`src/rtl/qspi_pkg.sv`:
```
// ----------------------------------------------------------------------------
// qspi_pkg : shared types and constants for the QSPI memory loader
// Rev 1.0
// ----------------------------------------------------------------------------
`default_nettype none

package qspi_pkg;

  typedef enum logic [2:0] {
    IDLE    = 3'd0,
    CMD     = 3'd1,
    ADDR_HI = 3'd2,
    ADDR_LO = 3'd3,
    DATA    = 3'd4,
    IGNORE  = 3'd5
  } qspi_state_t;

  localparam logic [7:0] CMD_WRITE_DEFAULT = 8'h02;
  localparam int         SYNC_STAGES       = 2;

endpackage

`default_nettype wire

```
`src/rtl/qspi_sync_edge.sv`:
```
// ----------------------------------------------------------------------------
// qspi_sync_edge : multi-flop synchroniser with rising/falling edge detect
// Rev 1.0
// ----------------------------------------------------------------------------
`default_nettype none

module qspi_sync_edge
  import qspi_pkg::*;
(
  input  logic clk_i,
  input  logic reset_i,
  input  logic d_i,
  output logic q_o,
  output logic rise_o,
  output logic fall_o
);

  logic [SYNC_STAGES-1:0] sync_q;
  logic                   prev_q;

  always_ff @(posedge clk_i or posedge reset_i) begin
    if (reset_i) begin
      sync_q <= '0;
      prev_q <= 1'b0;
    end else begin
      sync_q <= {sync_q[SYNC_STAGES-2:0], d_i};
      prev_q <= sync_q[SYNC_STAGES-1];
    end
  end

  assign q_o    = sync_q[SYNC_STAGES-1];
  assign rise_o = q_o & ~prev_q;
  assign fall_o = ~q_o & prev_q;

endmodule

`default_nettype wire

```
`src/rtl/qspi_loader_ctrl.sv`:
```
// ----------------------------------------------------------------------------
// qspi_loader_ctrl : QSPI frame decoder issuing byte writes to a memory port.
// Optional QSPI_CHECKSUM_EN adds checksum_o and a zero-XOR frame check.
// Rev 1.0
// ----------------------------------------------------------------------------
`default_nettype none

module qspi_loader_ctrl
  import qspi_pkg::*;
#(
  parameter int         ADDR_WIDTH = 13,
  parameter int         DATA_WIDTH = 8,
  parameter logic [7:0] CMD_WRITE  = CMD_WRITE_DEFAULT
) (
  input  logic                  clk_i,
  input  logic                  reset_i,
  input  logic                  qspi_sclk_i,
  input  logic                  qspi_cs_n_i,
  input  logic [3:0]            qspi_io_i,
  output logic                  mem_we_o,
  output logic [ADDR_WIDTH-1:0] mem_addr_o,
  output logic [DATA_WIDTH-1:0] mem_data_o,
  output logic                  busy_o,
  output logic                  done_o,
  output logic                  error_o,
  output logic [15:0]           byte_count_o
`ifdef QSPI_CHECKSUM_EN
  ,output logic [7:0]           checksum_o
`endif
);

  logic w_sclk_unused_q, w_sclk_rise, w_sclk_unused_fall;
  logic w_cs_q, w_cs_rise, w_cs_fall;
  logic [3:0] w_io;

  qspi_sync_edge u_sclk_sync (
    .clk_i(clk_i), .reset_i(reset_i), .d_i(qspi_sclk_i),
    .q_o(w_sclk_unused_q), .rise_o(w_sclk_rise), .fall_o(w_sclk_unused_fall)
  );

  qspi_sync_edge u_cs_sync (
    .clk_i(clk_i), .reset_i(reset_i), .d_i(qspi_cs_n_i),
    .q_o(w_cs_q), .rise_o(w_cs_rise), .fall_o(w_cs_fall)
  );

  genvar gi;
  for (gi = 0; gi < 4; gi++) begin : g_io_sync
    logic [SYNC_STAGES-1:0] io_q;
    always_ff @(posedge clk_i or posedge reset_i) begin
      if (reset_i) io_q <= '0;
      else         io_q <= {io_q[SYNC_STAGES-2:0], qspi_io_i[gi]};
    end
    assign w_io[gi] = io_q[SYNC_STAGES-1];
  end

  qspi_state_t           state_q, state_d;
  logic                  phase_q, phase_d;
  logic [3:0]            hi_nib_q, hi_nib_d;
  logic [7:0]            addr_hi_q, addr_hi_d;
  logic [ADDR_WIDTH-1:0] addr_q, addr_d;
  logic                  we_q, we_d;
  logic [ADDR_WIDTH-1:0] mem_addr_q, mem_addr_d;
  logic [DATA_WIDTH-1:0] mem_data_q, mem_data_d;
  logic                  done_q, done_d;
  logic                  error_q, error_d;
  logic [15:0]           count_q, count_d;
  logic                  armed_q, armed_d;
`ifdef QSPI_CHECKSUM_EN
  logic [7:0]            xor_q, xor_d;
`endif

  logic       w_byte_valid;
  logic [7:0] w_byte;

  assign w_byte       = {hi_nib_q, w_io};
  assign w_byte_valid = w_sclk_rise && phase_q && (state_q != IDLE);

  always_ff @(posedge clk_i or posedge reset_i) begin
    if (reset_i) begin
      state_q    <= IDLE;
      phase_q    <= 1'b0;
      hi_nib_q   <= '0;
      addr_hi_q  <= '0;
      addr_q     <= '0;
      we_q       <= 1'b0;
      mem_addr_q <= '0;
      mem_data_q <= '0;
      done_q     <= 1'b0;
      error_q    <= 1'b0;
      count_q    <= '0;
      armed_q    <= 1'b0;
`ifdef QSPI_CHECKSUM_EN
      xor_q      <= '0;
`endif
    end else begin
      state_q    <= state_d;
      phase_q    <= phase_d;
      hi_nib_q   <= hi_nib_d;
      addr_hi_q  <= addr_hi_d;
      addr_q     <= addr_d;
      we_q       <= we_d;
      mem_addr_q <= mem_addr_d;
      mem_data_q <= mem_data_d;
      done_q     <= done_d;
      error_q    <= error_d;
      count_q    <= count_d;
      armed_q    <= armed_d;
`ifdef QSPI_CHECKSUM_EN
      xor_q      <= xor_d;
`endif
    end
  end

  always_comb begin
    state_d    = state_q;
    phase_d    = phase_q;
    hi_nib_d   = hi_nib_q;
    addr_hi_d  = addr_hi_q;
    addr_d     = addr_q;
    we_d       = 1'b0;
    mem_addr_d = mem_addr_q;
    mem_data_d = mem_data_q;
    done_d     = 1'b0;
    error_d    = error_q;
    count_d    = count_q;
    armed_d    = armed_q | w_cs_q;
`ifdef QSPI_CHECKSUM_EN
    xor_d      = xor_q;
`endif

    // Address/count advance one cycle after each strobe.
    if (we_q) begin
      addr_d = addr_q + ADDR_WIDTH'(1);
      if (count_q != 16'hFFFF) count_d = count_q + 16'd1;
    end

    if (state_q != IDLE && w_sclk_rise) begin
      if (!phase_q) hi_nib_d = w_io;
      phase_d = ~phase_q;
    end

    case (state_q)
      IDLE: begin
        // armed_q blocks re-entry into a frame cut short by reset.
        if (w_cs_fall && armed_q) begin
          state_d = CMD;
          phase_d = 1'b0;
          count_d = '0;
          error_d = 1'b0;
`ifdef QSPI_CHECKSUM_EN
          xor_d   = '0;
`endif
        end
      end
      CMD: if (w_byte_valid) begin
        if (w_byte == CMD_WRITE) begin
          state_d = ADDR_HI;
        end else begin
          state_d = IGNORE;
          error_d = 1'b1;
        end
      end
      ADDR_HI: if (w_byte_valid) begin
        addr_hi_d = w_byte;
        state_d   = ADDR_LO;
      end
      ADDR_LO: if (w_byte_valid) begin
        addr_d  = ADDR_WIDTH'({addr_hi_q, w_byte});
        state_d = DATA;
      end
      DATA: if (w_byte_valid) begin
        we_d       = 1'b1;
        mem_addr_d = addr_d;
        mem_data_d = DATA_WIDTH'(w_byte);
`ifdef QSPI_CHECKSUM_EN
        xor_d      = xor_q ^ w_byte;
`endif
      end
      default: ;
    endcase

    if (w_cs_rise && state_q != IDLE) begin
      state_d = IDLE;
      phase_d = 1'b0;
      case (state_q)
        CMD, ADDR_HI, ADDR_LO: error_d = 1'b1;
        DATA: begin
          done_d = 1'b1;
`ifdef QSPI_CHECKSUM_EN
          error_d = error_q | (xor_d != 8'h00);
`else
          error_d = error_q;
`endif
        end
        default: ;
      endcase
    end
  end

  assign mem_we_o     = we_q;
  assign mem_addr_o   = mem_addr_q;
  assign mem_data_o   = mem_data_q;
  assign busy_o       = (state_q != IDLE);
  assign done_o       = done_q;
  assign error_o      = error_q;
  assign byte_count_o = count_q;
`ifdef QSPI_CHECKSUM_EN
  assign checksum_o   = xor_q;
`endif

endmodule

`default_nettype wire

```
`config.mk`:
```
export PLATFORM = sky130hd
export DESIGN_NAME = qspi_loader_ctrl
export DESIGN_NICKNAME = d
export VERILOG_FILES = /design/src/rtl/qspi_pkg.sv /design/src/rtl/qspi_sync_edge.sv /design/src/rtl/qspi_loader_ctrl.sv
export SDC_FILE = /design/constraint.sdc
export NUM_CORES = 1
export LEC_CHECK = 0
export ABC_AREA = 1
export BUFFER_PORTS_ARGS = -buffer_cell sky130_fd_sc_hd__buf_2
export CAP_MARGIN = 20
export CORE_MARGIN = 4
export CORE_UTILIZATION = 60
export CTS_BUF_LIST = sky130_fd_sc_hd__clkbuf_4
export DETAILED_ROUTE_END_ITERATION = 6
export PLACE_DENSITY_LB_ADDON = 0.05
export SLEW_MARGIN = 5
export SYNTH_ARGS = -nofsm -noshare
export SYNTH_HDL_FRONTEND = slang
export SYNTH_SLANG_ARGS = --single-unit
```
`constraint.sdc`:
```
create_clock -name clk_i -period 6.4 [get_ports clk_i]
set_input_delay 0.96 -clock clk_i [delete_from_list [all_inputs] [get_ports clk_i]]
set_output_delay 0.96 -clock clk_i [all_outputs]
set_load 0.01 [all_outputs]
```
## Yosys cells after proc, flatten, opt, wreduce, memory -nomap -nowiden

Index checks and enable logic that the tools add are counted.

- Input port bits: 8
- Bits in registers: 81
- Logic and storage cells: 82
- Output and inout port bits: 41

- Multiplexer cells: 28
- Reductions and logical operators: 13
- Equality and inequality tests: 11
- Bitwise logic cells: 8
- $add $sub $neg: 2

Operators with widths:

| operator | number |
|---|---|
| 16-bit 2-to-1 mux | 4 |
| 13-bit 2-to-1 mux | 3 |
| 3-bit 2-to-1 mux | 6 |
| 16-bit by 1-bit adder with 16-bit output, second input constant | 1 |
| 16-bit != test, second input constant | 1 |
| 13-bit by 1-bit adder with 13-bit output, second input constant | 1 |
| 1-bit 2-to-1 mux | 12 |
| 3-bit != test, second input constant | 4 |
| 3-bit one-hot mux with 4 select lines | 1 |
| 8-bit by 2-bit equality test with 1-bit output, second input constant | 1 |
| 3-bit by 2-bit equality test with 1-bit output, second input constant | 2 |
| 2-bit AND reduction | 3 |
| 1-bit logical AND | 5 |
| 5-bit AND reduction | 1 |
| 5-bit nonzero test | 1 |
| 1-bit NOT | 4 |
| 1-bit one-hot mux with 2 select lines | 2 |
| 1-bit AND | 3 |
| 3-bit by 1-bit equality test with 1-bit output, second input constant | 1 |
| 3-bit equality test, second input constant | 1 |
| 3-bit logical NOT | 1 |
| 3-bit nonzero test | 1 |
| 3-bit OR reduction | 1 |
| 2-bit != test, second input constant | 1 |
| 1-bit OR | 1 |

## Logic depth before layout (Yosys ltp)

Gate-level depths: netlist of run 1.

- Depth after elaboration: 8
- Gate-level depth with buffers: 10
- Gate-level depth less buffers: 9

## By module

From an unflattened synthesis of run 1, not the netlist that was laid out.

- Cells, all modules: 464
- Area total of the unflattened synthesis: 3,881.2 sq um

By module, submodules not included:

| module | instances | area each (sq um) | cells an instance | seq. area each (sq um) |
|---|---|---|---|---|
| qspi_loader_ctrl | 1 | 3,693.5 | 448 | 1,876.8 |
| qspi_sync_edge | 2 | 93.8 | 8 | 75.1 |

## Worst setup path after synthesis of run 1

No wires, ideal clock.

- Kind: reg-to-output
- Start: register state_q[1]
- End: output busy_o
- Arrival: 0.734 ns
- Stages on the path, launching flop included: 5
- Data required time: 5.440 ns
- Setup slack: 4.706 ns
- Buffers on the path: 0
- Cell sequence: dfrtp_1 -> inv_2 -> nand2_4 -> nor2_4 -> inv_6

- Word-level cells in the longest chain between the ends: 1

Ends and longest elaborated chain:

| element | line | source |
|---|---|---|
| from (decl) | qspi_loader_ctrl.sv:56 | `qspi_state_t state_q, state_d;` |
| from (signal assigned) | qspi_loader_ctrl.sv:96 | `state_q <= state_d;` |
| 3-bit nonzero test | qspi_loader_ctrl.sv:203 | `assign busy_o = (state_q != IDLE);` |
| to (decl) | qspi_loader_ctrl.sv:23 | `output logic busy_o,` |

No other way between the ends.

## Final worst setup path of run 1

- Start: register we_q (netlist: mem_we_o)
- End: output mem_we_o

RTL lines:

| element | line | source |
|---|---|---|
| from (decl) | qspi_loader_ctrl.sv:61 | `logic we_q, we_d;` |
| from (signal assigned) | qspi_loader_ctrl.sv:101 | `we_q <= we_d;` |
| to (decl) | qspi_loader_ctrl.sv:20 | `output logic mem_we_o,` |

No word-level cell between the ends.

==> results of run 1 <==
==> synthesized netlist by cell type (2+ instances only) <==
library cell | count | area (um^2)
nor3_1 | 5 | 25.0
a21oi_1 | 7 | 35.0
o21bai_1 | 2 | 15.0
nand2_1 | 135 | 507
buf_6 | 5 | 56.3
dfrtp_1 | 81 | 2030
nand3b_1 | 2 | 15.0
xnor2_1 | 2 | 17.5
inv_1 | 51 | 191
buf_2 | 3 | 15.0
o21ai_2 | 10 | 87.6
nor2_1 | 40 | 150
xor2_1 | 6 | 52.6
nor2_4 | 3 | 33.8
buf_4 | 2 | 15.0
ha_1 | 3 | 37.5
nand2_4 | 2 | 22.5
inv_2 | 5 | 18.8
nand4_1 | 10 | 62.6
nand3_1 | 31 | 155
nor2_2 | 6 | 37.5
o21ai_1 | 4 | 20.0
nand2_2 | 3 | 18.8
o21ai_0 | 21 | 105
o21a_1 | 3 | 22.5
==> final cells by class <==
type / count / area, um^2 / area share [%]
flip-flops and latches: 81 / 2030 / 47.2
multi-input cells: 304 / 1510 / 35.1
repair buffers: 50 / 275 / 6.41
inverters: 57 / 220 / 5.13
clock inverters: 7 / 105 / 2.45
well taps: 75 / 93.8 / 2.19
clock buffers: 9 / 67.6 / 1.57
==> state kept, by name (all words and copies together), names as in the netlist, 2 cells and up <==
register / flops
addr_hi_q: 5
u_cs_sync.sync_q: 2
hi_nib_q: 4
mem_data_o: 8
u_sclk_sync.sync_q: 2
addr_q: 13
g_io_sync.io_q: 8
state_q: 3
byte_count_o: 16
mem_addr_o: 13
==> routing by layer <==
layer	vias to the layer above	track usage, %	wire length (um)
met5	-	0	0
met4	0	10.3	184
met3	15	3.48	393
met2	101	33.4	3470
met1	1394	31.4	3630
li1	1531	-	-
==> cell families after synthesis <==
| family | count (synthesis) | share of synthesized area (%) |
|---|---|---|
| AND/OR/NAND/NOR | 242 | 28.2 |
| flip-flops | 81 | 52.8 |
| buffers and inverters | 68 | 8.05 |
| AO/OA/AOI/OAI | 51 | 8.18 |
| XOR/XNOR | 8 | 1.82 |
| adder cells (fa/ha/maj) | 3 | 0.977 |
==> power by group <==
part           switching [mW]  internal, mW  total [mW]
Combinational           0.173        0.0942       0.267
Clock                   0.195         0.165       0.360
Sequential             0.0485         0.576       0.625
Total                   0.417         0.835        1.25
==> path summary, 6_finish.rpt <==
check                                             to                 start  cells after the start  slack, ns
worst max-delay path                        mem_we_o              mem_we_o                      1       3.85
max in group asynchronous            byte_count_o[7]               reset_i                      4       5.36
worst min-delay path            g_io_sync[3].io_q[1]  g_io_sync[3].io_q[0]                      0       0.36
worst max register to register            addr_q[12]              mem_we_o                      7       4.48
worst min register to register  g_io_sync[3].io_q[1]  g_io_sync[3].io_q[0]                      0       0.36
min in group asynchronous           byte_count_o[12]               reset_i                      3       0.46
==> metrics by stage <==
step                hold slack, ns  std cells
CTS                          0.358        582
global placement             0.332        566
global route                 0.376        583
floorplan                    0.331        453
finish                       0.358        583
detailed placement           0.336        566
==> impl_metrics.py, run 1 <==
metrics = {
    "clock_network": {
        "clk_path_buf_depth": 2,
        "cts_tree": "done",
        "cts_resized": 0,
        "worstSkewPairLatency_ns": 0.45,
        "cts_buffers": 9,
        "postCtsSetupRepairBufs": 0,
        "cts.htree.levels": 3,
        "cts_root_buf": "clkbuf_4",
        "postCtsHoldBufs": 0,
        "clkSinkCount": 81,
        "clkSlewWorstSetupHoldPaths_ns": 0.14,
    },
    "logic_synthesis": {
        "yosysSeqAreaShare_pct": 52.8,
        "yosysWarnings": 0,
        "syn_area_per_cell_um2": 8.48,
        "ys_types": 36,
        "ys_ff_latch": 81,
        "syn-instance-count": 453,
        "syn_nets": 464,
        "synth-edff-count": 0,
        "syn_area_um2": 3840,
        "synth-main-ff-cell": "dfrtp_1",
        "async_reset_ff_share_pct": 100,
    },
    "place": {
        "placed_cell_area_um2": 4090,
        "dpl_worst_slack_ns": 4.35,
        "io_buffers": 48,
        "globalplace.congestion": 0.885,
        "place_hpwl_um": 5450,
    },
    "setup_path": {
        "arrival_ns": 1.59,
        "cpPeakStageDelay_ns": 0.90,
        "required_ns": 5.44,
        "crit_family": "flip-flops",
        "slowest_stage": "dfrtp_1",
        "cp-start-kind": "flip-flop",
        "worstSetupEndpointType": "output pin",
        "path_cells": "buf_2",
        "cp.buffers_inverters": 1,
        "criticalPathCategory": "flip-flop to output pin",
        "crit_fanout": 26,
    },
    "detailed_routing": {
        "wl_per_cell_um": 13.2,
        "antenna_left": 0,
        "vias": 3041,
        "vias_per_cell": 5.22,
        "first_iter_violations": 264,
        "dr.pass1.iters": 5,
        "wirelength_um": 7680,
        "drc": 0,
    },
    "sta": {
        "fmax_ghz": 0.392,
        "period_share_pct": 39.9,
        "finClkSkew_ns": 0.0190,
        "min_period_ns": 2.55,
        "setup_tns_ns": 0,
        "worst_slack_ns": 3.85,
        "setup_viol": 0,
        "grt_setup_unrepaired": "no",
        "worst_slew_pin_slew_ns": 0.814,
        "final_hold_viol_count": 0,
        "maxSlewHeadroom_pct": 45.7,
        "maxSlewViolCount": 0,
    },
    "flow_run": {
        "maxCapViolations": 0,
    },
    "run_status": {
        "status": "complete, no violations",
    },
    "pwr": {
        "total_power_mw": 1.25,
        "p_leak_nw": 2.23,
        "p_per_area_nw_per_um2": 291,
        "peakVddDrop_mv": 0.223,
    },
    "floorplanning": {
        "die_w_um": 88.0,
        "core_um2": 6060,
        "die_y_um": 88.0,
        "num_rows": 28,
        "boundaryPins": 49,
        "fp.dieArea_um2": 7750,
        "start_util_pct": 63.4,
    },
    "layout": {
        "post-route-util_pct": 70.9,
        "syn_to_final_growth_pct": 11.8,
        "final_cell_area_um2": 4290,
        "post_route_cells_drive_above_1_share_pct": 20.1,
        "layout_common_cells": "nand2_1 (135), dfrtp_1 (81), inv_1 (50), buf_2 (48), nor2_1 (40)",
        "antenna_cells": 0,
        "layout.nets": 514,
        "layout_commonest_cell": "nand2_1",
        "fillers": 496,
    },
    "grt": {
        "antenna_found_initial": 0,
        "grt_pass1_vias": 2806,
        "grt_first_pass_wirelength_um": 13100,
        "grt_util_all_layers_pct": 22.0,
        "overflow": 0,
        "grt_max_degree": 82,
    },
    "min_path": {
        "min_path_type": "flip-flop to flip-flop",
    },
}
(Power assumes the default switching activity.)
==> run 2, diff against run 1 <==
Settings changed: ABC_AREA 1 to 0, CORE_UTILIZATION 60 to 59.
Clock period 6.4 ns to 2.4 ns, I/O delays scaled along.
==> run 2 against run 1 <==
  * Sequential cell count is the same
  * Non-clock buffer count grew 2
  * Clock skew shrank 0.0088 ns
  * Sequential power grew to 2.5 times the previous value
  * Cell count shrank 23%
  * Critical path depth grew 2
  * Worst hold slack lost 0.34 ns
  * Combinational power grew 9.0%
  * Routed wire length shrank 8.1%
  * Largest cell class unchanged
==> impl_metrics.py, run 2 <==
metrics = {
    "setup_path": {
        "reg2reg_to": "byte_count_o[15]",
        "rr_worst_depth": 5,
        "crit_fanout": 11,
        "worstSetupEndpointType": "output pin",
        "cp-start-kind": "flip-flop",
        "required_ns": 2.04,
        "r2r_start": "byte_count_o[0]",
        "criticalPathCategory": "flip-flop to output pin",
        "worst-r2r-setup-slack_ns": 0.59,
        "arrival_ns": 1.55,
        "endpoint": "busy_o",
        "cp-startpoint": "state_q[1]",
    },
    "layout": {
        "layout_commonest_cell": "dfrtp_1",
        "layout_common_cells": "dfrtp_1 (81), buf_2 (48), nand2_1 (33), a21oi_1 (18), nor2_1 (18)",
        "antenna_cells": 0,
        "syn_to_final_growth_pct": 13.5,
        "largest_reg_flops": 16,
        "fillers": 457,
        "post_route_cells_drive_above_1_share_pct": 26.9,
        "layout.nets": 381,
    },
    "place": {
        "io_buffers": 48,
        "place_hpwl_um": 4940,
        "globalplace.congestion": 0.836,
        "dpl_worst_slack_ns": 0.634,
    },
    "logic_synthesis": {
        "synth-edff-count": 0,
        "yosysSeqAreaShare_pct": 56.7,
        "synth-main-ff-cell": "dfrtp_1",
        "syn_nets": 327,
        "ys_top_cells_by_count": "dfrtp_1 (81), nand2_1 (33), a21oi_1 (18), nor2_1 (18), mux2_2 (17)",
        "ys_types": 52,
        "yosysMostFrequentCell": "dfrtp_1",
        "yosysTopAreaCell": "dfrtp_1",
        "async_reset_ff_share_pct": 100,
        "ys_ff_latch": 81,
        "syn-instance-count": 316,
        "netlist_top_cells_area": "dfrtp_1 (57%), mux2_2 (5.4%), nand2_1 (3.5%), a21oi_1 (2.5%), o21ai_0 (2.0%)",
        "yosysWarnings": 0,
        "synth_top_area_share_pct": 56.7,
        "syn_area_per_cell_um2": 11.3,
        "syn_area_um2": 3570,
    },
    "pwr": {
        "internal_power_mw": 1.93,
        "p_leak_nw": 1.96,
        "clkPwrFrac_pct": 30.7,
        "combPwrFrac_pct": 10.8,
        "p_per_area_nw_per_um2": 662,
        "switching_share_pct": 28.2,
        "seqPwrFrac_pct": 58.5,
        "total_power_mw": 2.69,
        "switchingPower_mw": 0.758,
        "peakVddDrop_mv": 0.536,
    },
    "detailed_routing": {
        "dr.pass1.iters": 4,
        "vias_per_cell": 5.71,
        "vias": 2571,
        "first_iter_violations": 127,
        "wl_per_cell_um": 15.7,
        "wirelength_um": 7060,
        "drc": 0,
        "antenna_left": 0,
    },
    "clock_network": {
        "postCtsSetupRepairBufs": 0,
        "worstSkewPairLatency_ns": 0.43,
        "cts_tree": "done",
        "clkSinkCount": 81,
        "cts.htree.levels": 3,
        "cts_resized": 0,
        "clkSlewWorstSetupHoldPaths_ns": 0.13,
        "clk_path_buf_depth": 2,
        "cts_root_buf": "clkbuf_4",
        "postCtsHoldBufs": 0,
        "cts_buffers": 9,
    },
    "floorplanning": {
        "die_y_um": 85.8,
        "die_w_um": 85.8,
        "fp.dieArea_um2": 7370,
        "core_um2": 5890,
        "start_util_pct": 60.7,
        "boundaryPins": 49,
        "num_rows": 28,
    },
    "grt": {
        "grt_util_all_layers_pct": 21.1,
        "antenna_found_initial": 0,
        "grt_pass1_vias": 2543,
        "grt_first_pass_wirelength_um": 12100,
        "grt_max_degree": 82,
        "overflow": 0,
    },
    "sta": {
        "min_period_ns": 1.91,
        "fmax_ghz": 0.524,
        "final_hold_viol_count": 0,
        "setup_viol": 0,
        "worst_slack_ns": 0.492,
        "grt_setup_unrepaired": "no",
        "finClkSkew_ns": 0.0102,
        "setup_tns_ns": 0,
        "maxSlewViolCount": 0,
        "maxSlewHeadroom_pct": 66.1,
        "worst_slew_pin_slew_ns": 0.507,
        "period_share_pct": 79.5,
    },
    "run_status": {
        "status": "complete, no violations",
    },
    "min_path": {
        "min_path_type": "primary input to asynchronous set/reset pin",
    },
    "flow_run": {
        "maxCapViolations": 0,
    },
}
==> run 2: final cells by class <==
type / instances / area (um^2) / share of cell area (%)
flip-flops and latches: 81 / 2030 / 49.9
clock inverters: 7 / 76.3 / 1.88
clock buffers: 9 / 67.6 / 1.66
inverters: 8 / 33.8 / 0.832
well taps: 75 / 93.8 / 2.31
repair buffers: 52 / 288 / 7.09
multi-input cells: 218 / 1470 / 36.3
==> run 2: worst min path at each step <==
stage,startpoint,slack (ns),to
after floorplan,g_io_sync[0].io_q[0],0.33,g_io_sync[0].io_q[1]
after global placement,g_io_sync[0].io_q[0],0.33,g_io_sync[0].io_q[1]
after detailed placement,u_cs_sync.sync_q[0],0.34,u_cs_sync.sync_q[1]
after CTS,qspi_io_i[1],0.005,g_io_sync[1].io_q[0]
after global routing,qspi_io_i[1],0.0004,g_io_sync[1].io_q[0]
final,reset_i,0.01,u_sclk_sync.prev_q
==> run 2: kinds of logic (layout without fill, tap and decap cells) <==
group | after synthesis | after routing | share of synthesized area [%]
mux | 23 | 23 | 7.04
compound gates | 54 | 54 | 9.31
simple gates | 127 | 127 | 21.1
flops | 81 | 81 | 56.7
buf+inv | 17 | 76 | 2.10
fa+ha+maj | 3 | 3 | 1.05
xor+xnor | 11 | 11 | 2.70
==> run 2: metal layers <==
metal | routed length, um | track usage, % | vias to the layer above
met3 | 370 | 3.46 | 16
met4 | 180 | 11.4 | 0
met2 | 3220 | 31.6 | 84
li1 | - | - | 1251
met5 | 0 | 0 | -
met1 | 3290 | 29.7 | 1220
==> run 2: power by group through the flow <==
stage               logic (mW)  registers, mW  clock network, mW
finish                   0.291           1.57              0.824
global route             0.327           1.59              0.899
CTS                      0.296           1.57              0.841
detailed placement       0.290           1.59                  0
global placement         0.284           1.59                  0
floorplan                0.196           1.57                  0
==> run 2: worst max-delay path, stage by stage, from the launching register on <==
cell	delay, ns
dfrtp_1	0.52
nor3_1	0.30
inv_1	0.14
buf_2	0.16
==> run 2: per-stage QoR <==
stage          hold slack [ns]  cells  instance area [um^2]  utilization, %
2_1_floorplan            0.331    316                  3580               -
3_3_place_gp             0.331    432                  3890            66.2
5_1_grt               0.000405    450                  4060            69.0
4_1_cts                0.00474    448                  4040            68.6
3_5_place_dp             0.339    432                  3890            66.2
6_report                0.0147    450                  4060            69.0
